==> config.mk <==
export PLATFORM = sky130hd
export DESIGN_NAME = display_scan_ctrl_flat
export DESIGN_NICKNAME = d
export VERILOG_FILES = /design/src/rtl/display_scan_ctrl_if.sv /design/src/rtl/display_scan_ctrl.sv /design/src/flat_wrapper.sv
export SDC_FILE = /design/constraint.sdc
export NUM_CORES = 1
export LEC_CHECK = 0
export BUFFER_PORTS_ARGS = -buffer_cell sky130_fd_sc_hd__buf_2
export CAP_MARGIN = 20
export CORE_MARGIN = 2
export CORE_UTILIZATION = 57
export DETAILED_ROUTE_END_ITERATION = 8
export PLACE_DENSITY = 0.8
export SETUP_SLACK_MARGIN = 0.1
export SYNTH_ARGS = -nofsm -noshare
export SYNTH_HDL_FRONTEND = slang
export SYNTH_SLANG_ARGS = --single-unit
==> constraint.sdc <==
create_clock -name clk -period 3.08 [get_ports clk]
set_input_delay 0.308 -clock clk [delete_from_list [all_inputs] [get_ports clk]]
set_output_delay 0.308 -clock clk [all_outputs]
set_load 0.03 [all_outputs]
==> src/rtl/display_scan_ctrl_if.sv <==
// Bus between the BCD producer and the digit scanner: value/load/blanking
// inputs plus the registered decoder and anode drive.
interface display_scan_ctrl_if #(
   parameter int unsigned N_DIGITS = 4
);
   localparam int unsigned IW = $clog2(N_DIGITS);

   logic                    Load;
   logic [4*N_DIGITS-1:0]   Value;
   logic                    LZB;
   logic [3:0]              BCD;
   logic [N_DIGITS-1:0]     An;
   logic [IW-1:0]           Digit;
   logic                    FrameTick;

   modport master (
      output Load, Value, LZB,
      input  BCD, An, Digit, FrameTick
   );

   modport slave (
      input  Load, Value, LZB,
      output BCD, An, Digit, FrameTick
   );
endinterface

==> src/rtl/display_scan_ctrl.sv <==
// Time-multiplexed 7-segment scanner: BLANK/DRIVE sequencing per digit,
// double-buffered frame value and leading-zero / invalid-digit blanking.
module display_scan_ctrl #(
   parameter int unsigned N_DIGITS    = 4,
   parameter int unsigned REFRESH_DIV = 50000,
   parameter int unsigned GUARD       = 16
) (
   input  logic                 clk,
   input  logic                 rst,
   display_scan_ctrl_if.slave   bus
);

   localparam int unsigned IW   = $clog2(N_DIGITS);
   localparam int unsigned CMAX = (GUARD > REFRESH_DIV) ? GUARD : REFRESH_DIV;
   localparam int unsigned CW   = (CMAX > 1) ? $clog2(CMAX) : 1;

   typedef enum logic {
      BLANK,
      DRIVE
   } state_t;

   state_t                    state, state_n;
   logic [CW-1:0]             cnt, cnt_n;
   logic [IW-1:0]             idx, idx_n;
   logic [N_DIGITS-1:0][3:0]  pending, pending_n;
   logic [N_DIGITS-1:0][3:0]  shadow, shadow_n;
   logic                      frame_end;
   logic [N_DIGITS-1:0]       lz;
   logic [3:0]                cur_digit;
   logic                      blank;
   logic [N_DIGITS-1:0]       an_n;

   always_ff @(posedge clk or posedge rst) begin
      if (rst) begin
         state         <= BLANK;
         cnt           <= '0;
         idx           <= '0;
         pending       <= '0;
         shadow        <= '0;
         bus.An        <= '1;
         bus.BCD       <= '0;
         bus.Digit     <= '0;
         bus.FrameTick <= 1'b0;
      end else begin
         state         <= state_n;
         cnt           <= cnt_n;
         idx           <= idx_n;
         pending       <= pending_n;
         shadow        <= shadow_n;
         bus.An        <= an_n;
         bus.BCD       <= cur_digit;
         bus.Digit     <= idx_n;
         bus.FrameTick <= frame_end;
      end
   end

   always_comb begin
      state_n   = state;
      cnt_n     = cnt + CW'(1);
      idx_n     = idx;
      frame_end = 1'b0;
      unique case (state)
         BLANK: begin
            if (cnt == CW'(GUARD - 1)) begin
               state_n = DRIVE;
               cnt_n   = '0;
            end
         end
         DRIVE: begin
            if (cnt == CW'(REFRESH_DIV - 1)) begin
               state_n = BLANK;
               cnt_n   = '0;
               if (idx == IW'(N_DIGITS - 1)) begin
                  idx_n     = '0;
                  frame_end = 1'b1;
               end else begin
                  idx_n = idx + IW'(1);
               end
            end
         end
         default: begin
            state_n = BLANK;
            cnt_n   = '0;
         end
      endcase
   end

   // A Load landing on the wrap edge bypasses pending so the newest value wins.
   always_comb begin
      pending_n = bus.Load ? bus.Value : pending;
      shadow_n  = shadow;
      if (frame_end) begin
         shadow_n = bus.Load ? bus.Value : pending;
      end
   end

   // lz[g]: every digit from g up to the MSD is zero.
   for (genvar g = 0; g < N_DIGITS; g++) begin : g_lz
      assign lz[g] = ~|shadow_n[N_DIGITS-1:g];
   end

   always_comb begin
      cur_digit = shadow_n[idx_n];
      blank     = (cur_digit > 4'd9) || (bus.LZB && (idx_n != '0) && lz[idx_n]);
      an_n      = '1;
      if ((state_n == DRIVE) && !blank) begin
         an_n[idx_n] = 1'b0;
      end
   end

endmodule

==> src/flat_wrapper.sv <==
// flat-port wrapper written by rule: the top's interface ports become plain ports
module display_scan_ctrl_flat 
#(
   parameter int unsigned N_DIGITS    = 4,
   parameter int unsigned REFRESH_DIV = 50000,
   parameter int unsigned GUARD       = 16
)
  (clk, rst, bus_Load, bus_Value, bus_LZB, bus_BCD, bus_An, bus_Digit, bus_FrameTick);
  display_scan_ctrl_if #(.N_DIGITS(N_DIGITS)) bus_i ();
  input  logic clk;
  input  logic rst;
  input wire logic [$bits(bus_i.Load)-1:0] bus_Load;
  input wire logic [$bits(bus_i.Value)-1:0] bus_Value;
  input wire logic [$bits(bus_i.LZB)-1:0] bus_LZB;
  output wire logic [$bits(bus_i.BCD)-1:0] bus_BCD;
  output wire logic [$bits(bus_i.An)-1:0] bus_An;
  output wire logic [$bits(bus_i.Digit)-1:0] bus_Digit;
  output wire logic [$bits(bus_i.FrameTick)-1:0] bus_FrameTick;
  assign bus_i.Load = bus_Load;
  assign bus_i.Value = bus_Value;
  assign bus_i.LZB = bus_LZB;
  assign bus_BCD = bus_i.BCD;
  assign bus_An = bus_i.An;
  assign bus_Digit = bus_i.Digit;
  assign bus_FrameTick = bus_i.FrameTick;
  display_scan_ctrl #(.N_DIGITS(N_DIGITS), .REFRESH_DIV(REFRESH_DIV), .GUARD(GUARD)) u_core (.clk(clk), .rst(rst), .bus(bus_i));
endmodule
# [Word level (Yosys, flattened, before mapping)]
# Index checks and enable logic that the tools add are counted.
# Widths: inputs -> output; s select.
[op_classes] n_mux=21 bitwise_logic=2 addsub=2 n_eq_ne=3 magnitude_cmp=3 n_reduce_logical=15
[op_table] operator="$mux 16" n=4
[op_table] operator="$pmux 16 s2" n=1
[op_table] operator="$add 16x1->16 const B" n=1
[op_table] operator="$eq 16x16->1 const B" n=1
[op_table] operator="$eq 16x4->1 const B" n=1
[op_table] operator="$reduce_or 16->1" n=1
[op_table] operator="$reduce_or 12->1" n=1
[op_table] operator="$bmux 4 s2" n=1
[op_table] operator="$mux 4" n=2
[op_table] operator="$reduce_or 8->1" n=1
[op_table] operator="$mux 1" n=7
[op_table] operator="$mux 2" n=3
[op_table] operator="$logic_not 1->1" n=5
[op_table] operator="$gt 4x4->1 const B" n=1
[op_table] operator="$logic_and 1x1->1" n=4
[op_table] operator="$not 4->4" n=1
[op_table] operator="$reduce_or 4->1" n=1
[op_table] operator="$lt 2x3->1 const B" n=1
[op_table] operator="$add 2x1->2 const B" n=1
[op_table] operator="$bmux 1 s2" n=1
[op_table] operator="$demux 1 s2" n=1
[op_table] operator="$eq 2x2->1 const B" n=1
[op_table] operator="$ge 2x1->1 const B" n=1
[op_table] operator="$pmux 1 s2" n=1
[op_table] operator="3 further kinds" n=3
[word_totals] wordCells=60 regBits=60 out_inout_bits=11

# [Longest topological paths before layout]
[logic_depth] depth_word=14 ltp_mapped=11 mapped_depth_nobuf=10

# [Worst setup path after synthesis]
# Ideal clock, no wire load.
[synth_path] path_kind="reg2reg" from="register u_core.cnt[0]" to="register u_core.bus.An[3]" arrival_time_ns=2.235 setup_ns=0.064 period_less_slack_ns=2.300 path_stages_with_launch=11 slack_ns=0.780 cell_sequence="dfrtp_1 > ha_1 > and3_1 > and3_4 > nand3_2 > inv_2 > buf_4 > mux2_2 > a2111oi_2 > o21ai_0 > nand3_1"
[synth_lines] item="start: declaration" line_no="display_scan_ctrl.sv:23" rtl="logic [CW-1:0] cnt, cnt_n;"
[synth_lines] item="start signal: assignment" line_no="display_scan_ctrl.sv:46" rtl="cnt <= cnt_n;"
[synth_lines] item="end signal: assignment" line_no="display_scan_ctrl.sv:50" rtl="bus.An <= an_n;"
[synth_lines] item="end: declaration" line_no="display_scan_ctrl_if.sv:23" rtl="output BCD, An, Digit, FrameTick"

==> metrics.cfg <==
[timing]
hold_slack_ns = 0.01928
worst_pin_slew_ns = 0.6207
maxSlewViolCount = 0
layout_min_cycle_time_ns = 2.665
finalHoldViolCount = 0
fmax_ghz = 0.3752
clock_skew_ns = 0.005786
rsz0062_at_grt = no
setup_violations = 0
tns_ns = 0
period_share = 0.8653
maxSlewHeadroom = 0.5835

[floorplan]
start_util = 0.5970
design.die.area_um2 = 5150
dieHeight_um = 71.77
fp-row-count = 24
die_w_um = 71.77
core_region_area_um2 = 4384
num_io_pins = 31

[logic_synthesis]
synth_edf_count = 0
syn_inst = 204
synth-main-ff-cell = dfrtp_1
ys_seq_area_frac = 0.5755
netlist_area_um2 = 2618
yosys_warnings = 0
async_flop_share = 1.000
netlist-cell-type-count = 39
syn_avg_cell_area_um2 = 12.83
ys_ff_latch = 60
synthesis.nets = 226

[critical_path]
cpPeakStageDelay_ns = 0.40
crit_cells = 10
critPathLaunchType = flop
crit_fanout = 20
critPathTopFamily = multiplexers
cp_slowest_cell = mux2_2
cp_num_buf_inv = 1
crit_chain = ha_1 -> and3_1 -> and3_4 -> nand3_2 -> inv_2 -> mux2_2 -> mux2i_1 -> mux2i_2 -> o21ai_2 -> nand4_1
rr_endpoint = u_core.bus.An[1]
reg2reg_slack_ns = 0.41
worstPathArrival_ns = 2.89
critPathCaptureType = flop
cp.required_ns = 3.30
critPathKind = reg2reg
r2r_cells = 10
reg2reg_from = u_core.cnt[0]

[route]
dr.pass1.iters = 4
via_per_inst = 5.453
wl_um = 4636
ant_nets = 0
drc = 0
vias = 1625
drt_iter0_markers = 68
wl_per_cell_um = 15.56

[finish]
drive_above_1_share = 0.3740
fillCellCount = 331
nNetsFinal = 263
insertedDiodeCount = 0
synthToLayoutAreaGrowth_pct = 16.20
layout.cells.non_filler = 298
postLayoutCoreUtil = 0.6938

[global_routing]
grt_pass1_vias = 1614
antenna_found_initial = 0
grtUsageTotal = 0.2047
grt_pass1_wl_um = 7866
grt_max_degree = 36
gr-total-overflow = 0

[cts]
cts_htree_levels = 3
cts_resized = 0
numCtsBuffers = 9
cts_sinks = 60
clk_path_buf_depth = 2
clock_latency_ns = 0.33
tritoncts = yes
cts_hold_buf = 0
cts_setup_buffers = 0
clkTransAtPathRegs_ns = 0.07
root_buffer = clkbuf_8

[power]
totalPowerFinal_mw = 1.693
p_leak_nw = 1.512
p_per_area_nw_per_um2 = 556.7
ir_drop_v = 0.0003058

[status]
status = finished clean

[placement]
dpl.hpwl_um = 3291
dp_cells = 282
io_buffers = 30
gp_congestion = 0.8700

[hold_path]
min_path_type = in2async

[job]
maxCapViolCount = 0

-- report_power, final --
group / total, mW / switching (mW) / internal [mW]
Combinational: 0.0678 / 0.0381 / 0.0298
Clock: 0.811 / 0.292 / 0.519
Sequential: 0.814 / 0.00507 / 0.809
Total: 1.69 / 0.335 / 1.36
-- per-stage QoR --
stage | setup WS (ns) | instance area, um^2
after floorplan | 0.7803 | 2618
after global placement | 0.5021 | 2806
after detailed placement | 0.4121 | 2806
after CTS | 0.3994 | 3042
after global routing | 0.1918 | 3042
final | 0.4149 | 3042
-- sequential cells by signal, summed over array words and instances, names as in the netlist --
| register | flops |
|---|---|
| u_core.bus.An | 4 |
| u_core.bus.BCD | 4 |
| u_core.bus.Digit | 2 |
| u_core.bus.FrameTick | 1 |
| u_core.cnt | 16 |
| u_core.pending | 16 |
| u_core.shadow | 16 |
| u_core.state | 1 |
-- synth_stat cells (2+ instances only) --
cell type / number / area [um^2]
and3_1: 6 / 37.54
buf_2: 3 / 15.01
dfrtp_1: 56 / 1401
dfstp_2: 4 / 105.1
ha_1: 2 / 25.02
inv_1: 11 / 41.29
mux2_2: 27 / 304.0
mux2i_1: 13 / 130.1
mux2i_4: 2 / 45.04
nand2_1: 10 / 37.54
nand3_1: 7 / 35.03
nand4_1: 2 / 12.51
nor2_1: 15 / 56.30
nor3_1: 5 / 25.02
nor4_1: 2 / 12.51
o21ai_0: 3 / 15.01
o21ai_1: 3 / 15.01
xnor2_1: 5 / 43.79
xor2_1: 8 / 70.07
-- final cells by class --
cell class,count,area (um^2),share of cell area
Clock inverter,4,70.07,0.02304
Timing Repair Buffer,31,157.7,0.05183
Inverter,13,51.30,0.01687
Clock buffer,12,165.2,0.05430
Multi-Input combinational cell,126,1026,0.3373
Tap cell,52,65.06,0.02139
Sequential cell,60,1506,0.4953
-- cell usage in the layout (no fill, tap or decap), types with 2 or more instances in the layout --
| cell | instances |
|---|---|
| and3_1 | 6 |
| dfrtp_1 | 56 |
| inv_1 | 10 |
| nor4_1 | 2 |
| nand2_1 | 10 |
| o21ai_0 | 3 |
| nor2_1 | 15 |
| mux2i_1 | 13 |
| bufinv_16 | 2 |
| xnor2_1 | 5 |
| nand3_1 | 7 |
| ha_1 | 2 |
| mux2i_4 | 2 |
| xor2_1 | 8 |
| dfstp_2 | 4 |
| buf_2 | 30 |
| clkinv_2 | 2 |
| clkbuf_8 | 12 |
| nand4_1 | 2 |
| o21ai_1 | 3 |
| mux2_2 | 27 |
| nor3_1 | 5 |
| inv_2 | 2 |
-- metal layers --
| layer | track usage | up-vias | wire [um] |
|---|---|---|---|
| met2 | 0.2788 | 33 | 2027 |
| met1 | 0.3070 | 812 | 2312 |
| li1 | - | 772 | - |
| met4 | 0.08805 | 0 | 79 |
| met5 | 0 | - | 0 |
| met3 | 0.05907 | 8 | 216 |
-- worst register-to-register path, cell delays in order (launching register included) --
cell and delay, ns:
dfrtp_1 0.37, ha_1 0.19, and3_1 0.25, and3_4 0.24, nand3_2 0.09, inv_2 0.35
mux2_2 0.41, mux2i_1 0.19, mux2i_2 0.12, o21ai_2 0.23, nand4_1 0.13
-- worst max-delay path by stage --
stage             startpoint                to  slack (ns)
2_1_floorplan  u_core.cnt[0]  u_core.bus.An[3]        0.78
3_3_place_gp   u_core.cnt[0]  u_core.bus.An[3]        0.50
3_5_place_dp   u_core.cnt[0]  u_core.bus.An[3]        0.41
4_1_cts        u_core.cnt[0]  u_core.bus.An[1]        0.40
5_1_grt        u_core.cnt[0]  u_core.bus.An[1]        0.19
6_report       u_core.cnt[0]  u_core.bus.An[1]        0.41
-- logic make-up after synthesis --
group | synth area share
AO/OA/AOI/OAI | 0.03202
XOR/XNOR | 0.04350
adder cells (fa/ha/maj) | 0.009559
buffers and inverters | 0.03250
flip-flops | 0.5755
multiplexers | 0.1941
AND/OR/NAND/NOR | 0.1128
(Power assumes the default switching activity.)
